### config.mk
export PLATFORM = sky130hd
export DESIGN_NAME = ars_ladder_ctrl_flat
export DESIGN_NICKNAME = d
export VERILOG_FILES = /design/src/rtl/ars_ladder_ctrl_if.sv /design/src/rtl/ars_ladder_ctrl.sv /design/src/flat_wrapper.sv
export SDC_FILE = /design/constraint.sdc
export NUM_CORES = 1
export LEC_CHECK = 0
export ABC_AREA = 1
export ABC_CLOCK_PERIOD_IN_PS = 3550
export CAP_MARGIN = 10
export CORE_UTILIZATION = 42
export CTS_CLUSTER_DIAMETER = 60
export DETAILED_ROUTE_END_ITERATION = 7
export PLACE_DENSITY = 0.69
export SETUP_SLACK_MARGIN = 0.1
export SLEW_MARGIN = 40
export SYNTH_ARGS = -nofsm -noshare
export SYNTH_HDL_FRONTEND = slang
export SYNTH_SLANG_ARGS = --single-unit
### constraint.sdc
create_clock -name clk -period 3.55 [get_ports clk]
set_input_delay 0.71 -clock clk [delete_from_list [all_inputs] [get_ports clk]]
set_output_delay 0.71 -clock clk [all_outputs]
set_load 0.05 [all_outputs]
### src/rtl/ars_ladder_ctrl_if.sv
// Scalar-sequencer bundle: host start/scalar, ladder-step handshake and status.
// The controller uses the slave side; the host/point-op environment uses master.
interface ars_ladder_ctrl_if #(
    parameter int WIDTH = 233,
    parameter int CNT_W = 8
) ();
    logic             start;
    logic [WIDTH-1:0] k;
    logic             sel;
    logic             op_start;
    logic             op_done;
    logic [CNT_W-1:0] bit_idx;
    logic             busy;
    logic             done;
    logic             zero;

    modport master (
        output start, k, op_done,
        input  sel, op_start, bit_idx, busy, done, zero
    );

    modport slave (
        input  start, k, op_done,
        output sel, op_start, bit_idx, busy, done, zero
    );
endinterface

### src/rtl/ars_ladder_ctrl.sv
// Montgomery-ladder scalar sequencer: skips leading zeros of K, spends the leading
// one on ladder init, then issues one handshaked ladder step per remaining bit.
module ars_ladder_ctrl #(
    parameter int WIDTH = 233,
    parameter int CNT_W = 8
) (
    input  logic              clk,
    input  logic              rst,
    ars_ladder_ctrl_if.slave  bus
);

    typedef enum logic [2:0] {
        ST_IDLE  = 3'd0,
        ST_SCAN  = 3'd1,
        ST_ISSUE = 3'd2,
        ST_WAIT  = 3'd3,
        ST_FIN   = 3'd4
    } state_t;

    localparam logic [CNT_W-1:0] IDX_TOP = CNT_W'(WIDTH - 1);

    state_t             state_r, state_s;
    logic [WIDTH-1:0]   kreg_r, kreg_s;
    logic [CNT_W-1:0]   idx_r, idx_s;
    logic               accept_s;
    logic               zero_set_s;
    logic               idx_zero_s;
    logic               sel_r;
    logic               op_start_r;
    logic [CNT_W-1:0]   bit_idx_r;
    logic               busy_r;
    logic               done_r;
    logic               zero_r;

    assign idx_zero_s = (idx_r == {CNT_W{1'b0}});

    // Next-state, next scalar shift and next bit index.
    always_comb begin
        state_s    = state_r;
        kreg_s     = kreg_r;
        idx_s      = idx_r;
        accept_s   = 1'b0;
        zero_set_s = 1'b0;
        case (state_r)
            ST_IDLE: begin
                if (bus.start) begin
                    kreg_s   = bus.k;
                    idx_s    = IDX_TOP;
                    accept_s = 1'b1;
                    state_s  = ST_SCAN;
                end else begin
                    state_s = ST_IDLE;
                end
            end
            ST_SCAN: begin
                if (idx_zero_s) begin
                    // Reaching bit 0 here means K was 0 or 1: no ladder steps.
                    zero_set_s = ~kreg_r[WIDTH-1];
                    state_s    = ST_FIN;
                end else begin
                    kreg_s  = {kreg_r[WIDTH-2:0], 1'b0};
                    idx_s   = idx_r - CNT_W'(1);
                    state_s = kreg_r[WIDTH-1] ? ST_ISSUE : ST_SCAN;
                end
            end
            ST_ISSUE: begin
                state_s = ST_WAIT;
            end
            ST_WAIT: begin
                if (!bus.op_done) begin
                    state_s = ST_WAIT;
                end else if (idx_zero_s) begin
                    state_s = ST_FIN;
                end else begin
                    kreg_s  = {kreg_r[WIDTH-2:0], 1'b0};
                    idx_s   = idx_r - CNT_W'(1);
                    state_s = ST_ISSUE;
                end
            end
            ST_FIN: begin
                state_s = ST_IDLE;
            end
            default: begin
                state_s = ST_IDLE;
            end
        endcase
    end

    // State, scalar and output registers; outputs load from next-state so SEL,
    // BIT_IDX and OP_START are all valid in the ISSUE cycle itself.
    always_ff @(posedge clk) begin
        if (rst) begin
            state_r    <= ST_IDLE;
            kreg_r     <= {WIDTH{1'b0}};
            idx_r      <= {CNT_W{1'b0}};
            sel_r      <= 1'b0;
            op_start_r <= 1'b0;
            bit_idx_r  <= {CNT_W{1'b0}};
            busy_r     <= 1'b0;
            done_r     <= 1'b0;
            zero_r     <= 1'b0;
        end else begin
            state_r    <= state_s;
            kreg_r     <= kreg_s;
            idx_r      <= idx_s;
            op_start_r <= (state_s == ST_ISSUE);
            busy_r     <= (state_s != ST_IDLE);
            done_r     <= (state_s == ST_FIN);
            if (state_s == ST_ISSUE) begin
                sel_r     <= kreg_s[WIDTH-1];
                bit_idx_r <= idx_s;
            end else begin
                sel_r     <= sel_r;
                bit_idx_r <= bit_idx_r;
            end
            if (accept_s) begin
                zero_r <= 1'b0;
            end else if (zero_set_s) begin
                zero_r <= 1'b1;
            end else begin
                zero_r <= zero_r;
            end
        end
    end

    assign bus.sel      = sel_r;
    assign bus.op_start = op_start_r;
    assign bus.bit_idx  = bit_idx_r;
    assign bus.busy     = busy_r;
    assign bus.done     = done_r;
    assign bus.zero     = zero_r;

endmodule
### src/flat_wrapper.sv
// flat-port wrapper written by rule: the top's interface ports become plain ports
module ars_ladder_ctrl_flat 
#(
    parameter int WIDTH = 233,
    parameter int CNT_W = 8
)
  (clk, rst, bus_start, bus_k, bus_op_done, bus_sel, bus_op_start, bus_bit_idx, bus_busy, bus_done, bus_zero);
  ars_ladder_ctrl_if #(.WIDTH(WIDTH), .CNT_W(CNT_W)) bus_i ();
  input  logic clk;
  input  logic rst;
  input wire logic [$bits(bus_i.start)-1:0] bus_start;
  input wire logic [$bits(bus_i.k)-1:0] bus_k;
  input wire logic [$bits(bus_i.op_done)-1:0] bus_op_done;
  output wire logic [$bits(bus_i.sel)-1:0] bus_sel;
  output wire logic [$bits(bus_i.op_start)-1:0] bus_op_start;
  output wire logic [$bits(bus_i.bit_idx)-1:0] bus_bit_idx;
  output wire logic [$bits(bus_i.busy)-1:0] bus_busy;
  output wire logic [$bits(bus_i.done)-1:0] bus_done;
  output wire logic [$bits(bus_i.zero)-1:0] bus_zero;
  assign bus_i.start = bus_start;
  assign bus_i.k = bus_k;
  assign bus_i.op_done = bus_op_done;
  assign bus_sel = bus_i.sel;
  assign bus_op_start = bus_i.op_start;
  assign bus_bit_idx = bus_i.bit_idx;
  assign bus_busy = bus_i.busy;
  assign bus_done = bus_i.done;
  assign bus_zero = bus_i.zero;
  ars_ladder_ctrl #(.WIDTH(WIDTH), .CNT_W(CNT_W)) u_core (.clk(clk), .rst(rst), .bus(bus_i));
endmodule
==> impl_metrics.tcl, run 1 <==
set metrics [dict create \
    fmax_ghz 0.420 \
    grt_pass1_wl_um 45600 \
    slew_headroom 0.615 \
    finalClockSkew_ns 0.0238 \
    initial_utilization 0.433 \
    holdCritPathClass "reg -> reg" \
    internal_power_mw 6.71 \
    switching_power_mw 4.50 \
    setup_viol 0 \
    arrival_ns 1.67 \
    hold_violations 0 \
    worstSetupPathType "reg -> out" \
    via_per_inst 5.10 \
    min_period_ns 2.38 \
    port_buffers 249 \
    rsz0062_at_grt "false" \
    synth-seq-cells 257 \
    drt_wl_total_um 28000 \
    period_share 0.671 \
    slew_viol_final 0 \
    required_ns 2.84 \
    final_util 0.569 \
    seq_power_share 0.368 \
    r2r_start "u_core.idx_r[0]$_SDFF_PP0_" \
    cts_setup_buffers 0 \
    crit_chain "clkdlybuf4s50_1" \
    fill_cells 2342 \
    p_leak_nw 5.02 \
    clock_power_share 0.239 \
    cts_max_level 1 \
    yosysWarnings 0 \
    grt_max_degree 126 \
    fin_setup_tns_ns 0 \
    fp.dieH_um 161 \
    fin_nets 1911 \
    clk_latency_ns 0.53 \
    grt_pass1_vias 9490 \
    hold_buffers 0 \
    pre_cts_ws_ns 0.650 \
    synthCells 1485 \
    fp-row-count 57 \
    num_vias 10278 \
    critPathLaunch "u_core.bus.bit_idx[4]$_SDFFE_PP0P_" \
    die_x_um 161 \
    cts.reportedPaths.clkPinSlew_ns 0.05 \
    critPathTopFamily "buffers and inverters" \
    syn_nets 1723 \
    combinationalPowerShare 0.393 \
    switching_share 0.401 \
    place_area_um2 13200 \
    syn_area_um2 10600 \
    crit_fanout 2 \
    drc_errors 0 \
    worst-path-buf-inv 1 \
    layout_commonest_cell "nand2_1" \
    antenna_left 0 \
    ys.flop_type "dfxtp_1" \
    die_area_um2 26000 \
    worstMarginPinSlew_ns 0.578 \
    drt_iter0_markers 867 \
    firstDrtPassIters 5 \
    post_synth.cell_area_avg_um2 7.17 \
    place_congestion 0.861 \
    drive_above_1_share 0.0397 \
    core_um2 24600 \
    startpoint_type "register" \
    end_kind "primary output" \
    clockBufferDepth 3 \
    hold_path_startpoint "u_core.bus.zero$_SDFFE_PP0P_" \
    ir_worst_vdd_mv 0.615 \
    synth_edf_count 0 \
    async_reset_ff_frac 0 \
    grt_use_total 0.209 \
    crit_slowest_cell "clkdlybuf4s50_1" \
    synth_cell_types 26 \
    maxCapViolations 0 \
    root_buffer "clkbuf_16" \
    area_delta_synth_final_pct 31.6 \
    setup_ws_ns 1.17 \
    antenna_found_initial 1 \
    dp.final_hpwl_um 17700 \
    yosysSeqAreaShare 0.483 \
    p_per_area_nw_per_um2 800 \
    critical-path-max-stage-delay_ns 0.82 \
    ctsResizeCount 0 \
    clock-sinks 257 \
    status "finished clean" \
    whs_ns 0.474 \
    cts-buffers-inserted 28 \
    ios 250 \
    cts_tree "yes" \
    final_cell_mix "nand2_1 (764), dfxtp_1 (257), clkdlybuf4s50_1 (248)" \
    routedWlPerCell_um 13.9 \
    fin_area_um2 14000 \
    overflow 0 \
]
[routing by layer]
metal	global-route usage	routed length, µm	up-vias
met5	0	0	-
met4	0.0587	550	0
met2	0.343	13000	307
li1	-	-	5234
met3	0.0385	1810	36
met1	0.279	12600	4701
[flip-flops by register name, indices dropped and copies added (netlist names)]
signal               flops
u_core.idx_r             8
u_core.kreg_r          233
u_core.bus.busy          1
u_core.bus.bit_idx       8
u_core.bus.done          1
u_core.state_r           3
u_core.bus.op_start      1
u_core.bus.sel           1
u_core.bus.zero          1
[area by class of cell]
cell class | count | area [µm²] | share of cell area
multi-input cells | 1086 | 4780 | 0.341
repair buffers | 263 | 2700 | 0.193
clock buffers | 41 | 811 | 0.0579
well taps | 324 | 405 | 0.0289
inverters | 37 | 144 | 0.0103
clock inverters | 5 | 25.0 | 0.00179
flip-flops and latches | 257 | 5140 | 0.367
diodes | 1 | 2.50 | 0.000179
[synth_stat cells (all sizes together), types with 2 or more instances]
cell type,instances,area share
a21oi,11,0.0055
a31oi,231,0.14
and2,2,0.0012
buf,60,0.040
clkbuf,45,0.016
dfxtp,257,0.48
inv,37,0.013
nand2,767,0.27
nand3,10,0.0052
nand4,2,0.0012
nor2,50,0.020
o21ai,9,0.0042
[through the flow]
stage	power, mW	cells
final	11.2	2014
after global routing	12.0	2013
after CTS	11.2	2012
after detailed placement	8.54	1966
after global placement	8.47	1966
after floorplan	7.60	1485
[cell families after synthesis]
family / synth area share
AO/OA/AOI/OAI: 0.146
adder cells (fa/ha/maj): 0.00118
buffers and inverters: 0.0692
flip-flops: 0.483
AND/OR/NAND/NOR: 0.300
[power groups by stage]
stage / Clock, mW / Sequential (mW) / Combinational, mW
floorplan: 0 / 4.22 / 3.39
global placement: 0 / 4.15 / 4.31
detailed placement: 0 / 4.16 / 4.38
CTS: 2.74 / 4.12 / 4.39
global route: 2.87 / 4.22 / 4.94
finish: 2.68 / 4.13 / 4.41
[worst paths after layout]
path / slack (ns) / cells past startpoint / endpoint
hold reg to reg: 0.47 / 2 / u_core.bus.zero$_SDFFE_PP0P_
hold / removal: 0.47 / 2 / u_core.bus.zero$_SDFFE_PP0P_
setup / recovery: 1.17 / 1 / bus_bit_idx[4]
setup reg to reg: 1.35 / 10 / u_core.kreg_r[226]$_SDFFE_PP0P_
(Power assumes the default switching activity.)
==> inputs of run 2 (changes only) <==
- ABC_CLOCK_PERIOD_IN_PS: 3550 -> 2000
- PLACE_DENSITY: 0.69 -> 0.72
- clock period: 3.55 -> 2 ns (I/O delays scaled with it)
==> impl_metrics.tcl, run 2 (synthesis gave the netlist of run 1 again) <==
set metrics [dict create \
    crit_chain "dlygate4sd2_1" \
    cts_tree "yes" \
    rsz0062_at_grt "false" \
    p_per_area_nw_per_um2 1470 \
    firstDrtPassIters 6 \
    num_vias 10408 \
    dp.final_hpwl_um 18900 \
    finalClockSkew_ns 0.0202 \
    worstMarginPinSlew_ns 0.546 \
    crit_cells 1 \
    ir_worst_vdd_mv 0.876 \
    crit_slowest_cell "dlygate4sd2_1" \
    worstSetupPathType "reg -> out" \
    slew_headroom 0.637 \
    power_mw 21.3 \
    crit_end "bus_bit_idx[0]" \
    final_util 0.589 \
    hold_buffers 0 \
    required_ns 1.60 \
    root_buffer "clkbuf_16" \
    cts_max_level 1 \
    grt_use_total 0.212 \
    crit_fanout 2 \
    rrSetupSlack_ns 0.24 \
    antenna_found_initial 0 \
    r2r_start "u_core.state_r[2]$_SDFF_PP0_" \
    place_area_um2 13600 \
    drt_iter0_markers 826 \
    fin_setup_tns_ns 0 \
    critical-path-max-stage-delay_ns 0.57 \
    r2r_end "u_core.idx_r[0]$_SDFF_PP0_" \
    largest-register "u_core.kreg_r" \
    fp-row-count 57 \
    p_leak_nw 5.35 \
    grt_max_degree 80 \
    layout_commonest_cell "nand2_1" \
    core_um2 24600 \
    clk_latency_ns 0.53 \
    fin_nets 1947 \
    maxCapViolations 0 \
    grt_pass1_wl_um 46100 \
    area_delta_synth_final_pct 36.2 \
    fmax_ghz 0.545 \
    critPathLaunch "u_core.bus.bit_idx[0]$_SDFFE_PP0P_" \
    startpoint_type "register" \
    drt_wl_total_um 28200 \
    fin_area_um2 14500 \
    antennaDiodeCount 0 \
    reg2reg_depth 10 \
    end_kind "primary output" \
    drc_errors 0 \
    clock-sinks 257 \
    antenna_left 0 \
    critPathTopFamily "buffers and inverters" \
    worst-path-buf-inv 1 \
    cts-buffers-inserted 28 \
    die_x_um 161 \
    whs_ns 0.188 \
    holdCritPathClass "in -> reg" \
    routedWlPerCell_um 13.7 \
    period_share 0.917 \
    grt_pass1_vias 9740 \
    slew_viol_final 0 \
    final_cell_mix "nand2_1 (763), dfxtp_1 (257), clkdlybuf4s50_1 (235)" \
    min_period_ns 1.83 \
    via_per_inst 5.07 \
    status "finished clean" \
    ios 250 \
    hold_violations 0 \
    arrival_ns 1.43 \
    fp.dieH_um 161 \
    port_buffers 249 \
    cts.reportedPaths.clkPinSlew_ns 0.06 \
    die_area_um2 26000 \
    overflow 0 \
    drive_above_1_share 0.0654 \
    initial_utilization 0.433 \
    place_congestion 0.894 \
    setup_viol 0 \
    largest_reg_flops 233 \
    clockBufferDepth 3 \
]
## run 2: cell type report
class / instances / area [µm²]
tap: 324 / 405
sequential: 257 / 5140
timing repair buffer: 298 / 3100
clock buffer: 41 / 851
fill: 2254 / 10100
inverter: 37 / 144
multi-input combinational: 1087 / 4810
clock inverter: 8 / 50.0
## run 2: metal layers
layer | wire, µm | GRT usage | share of wire | up-vias
met5 | 0 | 0 | 0 | -
met4 | 1020 | 0.0810 | 0.036 | 0
met3 | 1560 | 0.0339 | 0.055 | 68
met2 | 12700 | 0.340 | 0.45 | 337
met1 | 12900 | 0.284 | 0.46 | 4696
li1 | - | - | - | 5307
## run 2: worst min-delay path by stage
stage                                  start                            end  slack [ns]  depth (start not counted)
6_report                                 rst   u_core.state_r[2]$_SDFF_PP0_        0.19                          2
5_1_grt                                  rst   u_core.state_r[1]$_SDFF_PP0_        0.19                          2
4_1_cts                                  rst   u_core.state_r[2]$_SDFF_PP0_        0.17                          2
3_5_place_dp    u_core.bus.zero$_SDFFE_PP0P_   u_core.bus.zero$_SDFFE_PP0P_        0.45                          2
3_3_place_gp    u_core.bus.zero$_SDFFE_PP0P_   u_core.bus.zero$_SDFFE_PP0P_        0.45                          2
2_1_floorplan  u_core.kreg_r[0]$_SDFFE_PP0P_  u_core.kreg_r[0]$_SDFFE_PP0P_        0.44                          2
## run 2: metrics by stage
step | worst slack [ns] | cells
2_1_floorplan | 0.364 | 1485
3_3_place_gp | -0.0922 | 2001
3_5_place_dp | -0.105 | 2001
4_1_cts | 0.117 | 2050
5_1_grt | 0.0987 | 2052
6_report | 0.166 | 2052
## run 2: worst register-to-register path, delay by kind of cell (launching register included)
kind | cells | cell delay [ns]
flip-flops | 1 | 0.49
AO/OA/AOI/OAI | 1 | 0.08
AND/OR/NAND/NOR | 7 | 0.71
buffers and inverters | 2 | 0.38
## run 2: what timing repair did
item	4_1_cts	5_1_grt
endpoints found under the setup margin	13	230
gates resized for setup	13	4
setup buffers	0	1
gates cloned	0	1
pin swaps	0	1
## run 2: where the power goes
part / internal [mW] / switching [mW] / leakage (nW) / total [mW]
Combinational: 3.48 / 5.49 / 2.78 / 8.97
Sequential: 6.55 / 0.784 / 2.11 / 7.33
Clock: 2.94 / 2.06 / 0.454 / 5.00
Total: 13.0 / 8.33 / 5.35 / 21.3
==> inputs of run 3 (changes only) <==
- CORE_ASPECT_RATIO: unset -> 0.7
==> impl_metrics.tcl, run 3 (synthesis gave the netlist of run 1 again) <==
set metrics [dict create \
    critPathTopFamily "buffers and inverters" \
    antennaDiodeCount 0 \
    fin_nets 1946 \
    drt_iter0_markers 702 \
    grt_pass1_vias 9608 \
    hold_buffers 0 \
    port_buffers 249 \
    critical-path-max-stage-delay_ns 0.55 \
    clk_latency_ns 0.52 \
    area_delta_synth_final_pct 36.3 \
    largest_reg_flops 233 \
    end_kind "primary output" \
    arrival_ns 1.45 \
    fp.dieH_um 135 \
    crit_cells 1 \
    status "finished clean" \
    worstMarginPinSlew_ns 0.517 \
    hold_path_startpoint "rst" \
    layout_commonest_cell "nand2_1" \
    p_leak_nw 5.34 \
    die_x_um 192 \
    slew_viol_final 0 \
    via_per_inst 5.15 \
    fmax_ghz 0.541 \
    cts_max_level 1 \
    clockBufferDepth 3 \
    drive_above_1_share 0.0633 \
    antenna_found_initial 0 \
    die_area_um2 26000 \
    largest-register "u_core.kreg_r" \
    min_period_ns 1.85 \
    cts.reportedPaths.clkPinSlew_ns 0.06 \
    period_share 0.925 \
    rsz0062_at_grt "false" \
    r2r_end "u_core.kreg_r[128]$_SDFFE_PP0P_" \
    final_cell_mix "nand2_1 (763), dfxtp_1 (256), clkdlybuf4s50_1 (235)" \
    reg2reg_depth 9 \
    setup_viol 0 \
    firstDrtPassIters 5 \
    fp-row-count 48 \
    cts_tree "yes" \
    r2r_start "u_core.idx_r[0]$_SDFF_PP0_" \
    maxCapViolations 0 \
    overflow 0 \
    finalClockSkew_ns 0.0187 \
    routedWlPerCell_um 14.5 \
    holdCritPathClass "in -> reg" \
    required_ns 1.60 \
    multiInputGateArea_um2 4830 \
    grt_max_degree 72 \
    drc_errors 0 \
    num_vias 10550 \
    ir_worst_vdd_mv 0.720 \
    place_congestion 0.884 \
    holdPathStages 2 \
    antenna_left 0 \
    grt_pass1_wl_um 47300 \
    worstSetupPathType "reg -> out" \
    clock-sinks 257 \
    seqCellArea_um2 5150 \
    crit_chain "dlygate4sd2_1" \
    crit_fanout 2 \
    root_buffer "clkbuf_16" \
    p_per_area_nw_per_um2 1470 \
    final_util 0.587 \
    dp.final_hpwl_um 19600 \
    slew_headroom 0.657 \
    drt_wl_total_um 29600 \
    cts-buffers-inserted 25 \
    grt_use_total 0.220 \
    holdPathEnd "u_core.bus.done$_SDFF_PP0_" \
    crit_slowest_cell "dlygate4sd2_1" \
    hold_violations 0 \
    core_um2 24700 \
    ios 250 \
    initial_utilization 0.430 \
    whs_ns 0.205 \
    worst-path-buf-inv 1 \
    rrSetupSlack_ns 0.23 \
    fill_cells 2250 \
    startpoint_type "register" \
]
==> run 3: changes by cell type in the layout (fill, tap and decap cells not counted), sizes merged <==
cell / before / now
clkbuf: 41 / 34
clkinvlp: 0 / 1
bufinv: 0 / 3
buf: 50 / 51
inv: 39 / 37
nand2: 768 / 769
clkinv: 6 / 3
==> run 3: worst reg2reg max path: stages, from the launching register on <==
cell,delay (ns)
dfxtp_1,0.33
inv_2,0.11
ha_4,0.18
nand2_2,0.08
nor2_4,0.19
nand2_4,0.15
nand2_8,0.17
buf_12,0.20
nand2_1,0.10
a31oi_1,0.17
==> run 3: cell type report <==
class,count,share of cell area
Clock buffer,34,0.0489
Clock inverter,7,0.00776
Inverter,37,0.00991
Multi-Input combinational cell,1088,0.333
Sequential cell,257,0.355
Tap cell,325,0.0280
Timing Repair Buffer,299,0.218
==> run 3: per-stage QoR <==
step / setup TNS, ns / instance area [µm²] / worst slack (ns) / cells / power (mW)
after floorplan: 0 / 10600 / 0.364 / 1485 / 13.5
after global placement: -10.51 / 13600 / -0.0735 / 2003 / 16.3
after detailed placement: -13.99 / 13600 / -0.113 / 2003 / 16.4
after CTS: 0 / 14500 / 0.117 / 2047 / 21.4
after global routing: 0 / 14500 / 0.101 / 2047 / 22.8
final: 0 / 14500 / 0.150 / 2047 / 21.4
==> run 3: worst max-delay path by stage <==
stage,start,end,slack [ns]
finish,u_core.bus.bit_idx[2]$_SDFFE_PP0P_,bus_bit_idx[2],0.15
global route,u_core.idx_r[1]$_SDFF_PP0_,u_core.kreg_r[128]$_SDFFE_PP0P_,0.10
CTS,u_core.bus.bit_idx[2]$_SDFFE_PP0P_,bus_bit_idx[2],0.12
detailed placement,bus_op_done,u_core.kreg_r[49]$_SDFFE_PP0P_,-0.11
global placement,bus_op_done,u_core.kreg_r[132]$_SDFFE_PP0P_,-0.07
floorplan,u_core.idx_r[0]$_SDFF_PP0_,u_core.bus.bit_idx[2]$_SDFFE_PP0P_,0.36
==> run 3: power breakdown <==
group          switching, mW  total (mW)  internal, mW
combinational           5.64        9.25          3.61
clock                   1.97        4.81          2.85
sequential             0.789        7.34          6.55
==> run 3: repair_timing <==
item	CTS	global route
gates cloned	2	0
resized for setup	15	6
buffers inserted	1	0
pin swaps	1	2
setup endpoints to repair	38	124
==> run 3: routing by layer <==
layer	share of wire	global-route usage	vias up
met2	0.43	0.339	351
met1	0.48	0.326	4848
met4	0.020	0.0451	0
li1	-	-	5310
met5	0	0	-
met3	0.067	0.0300	41
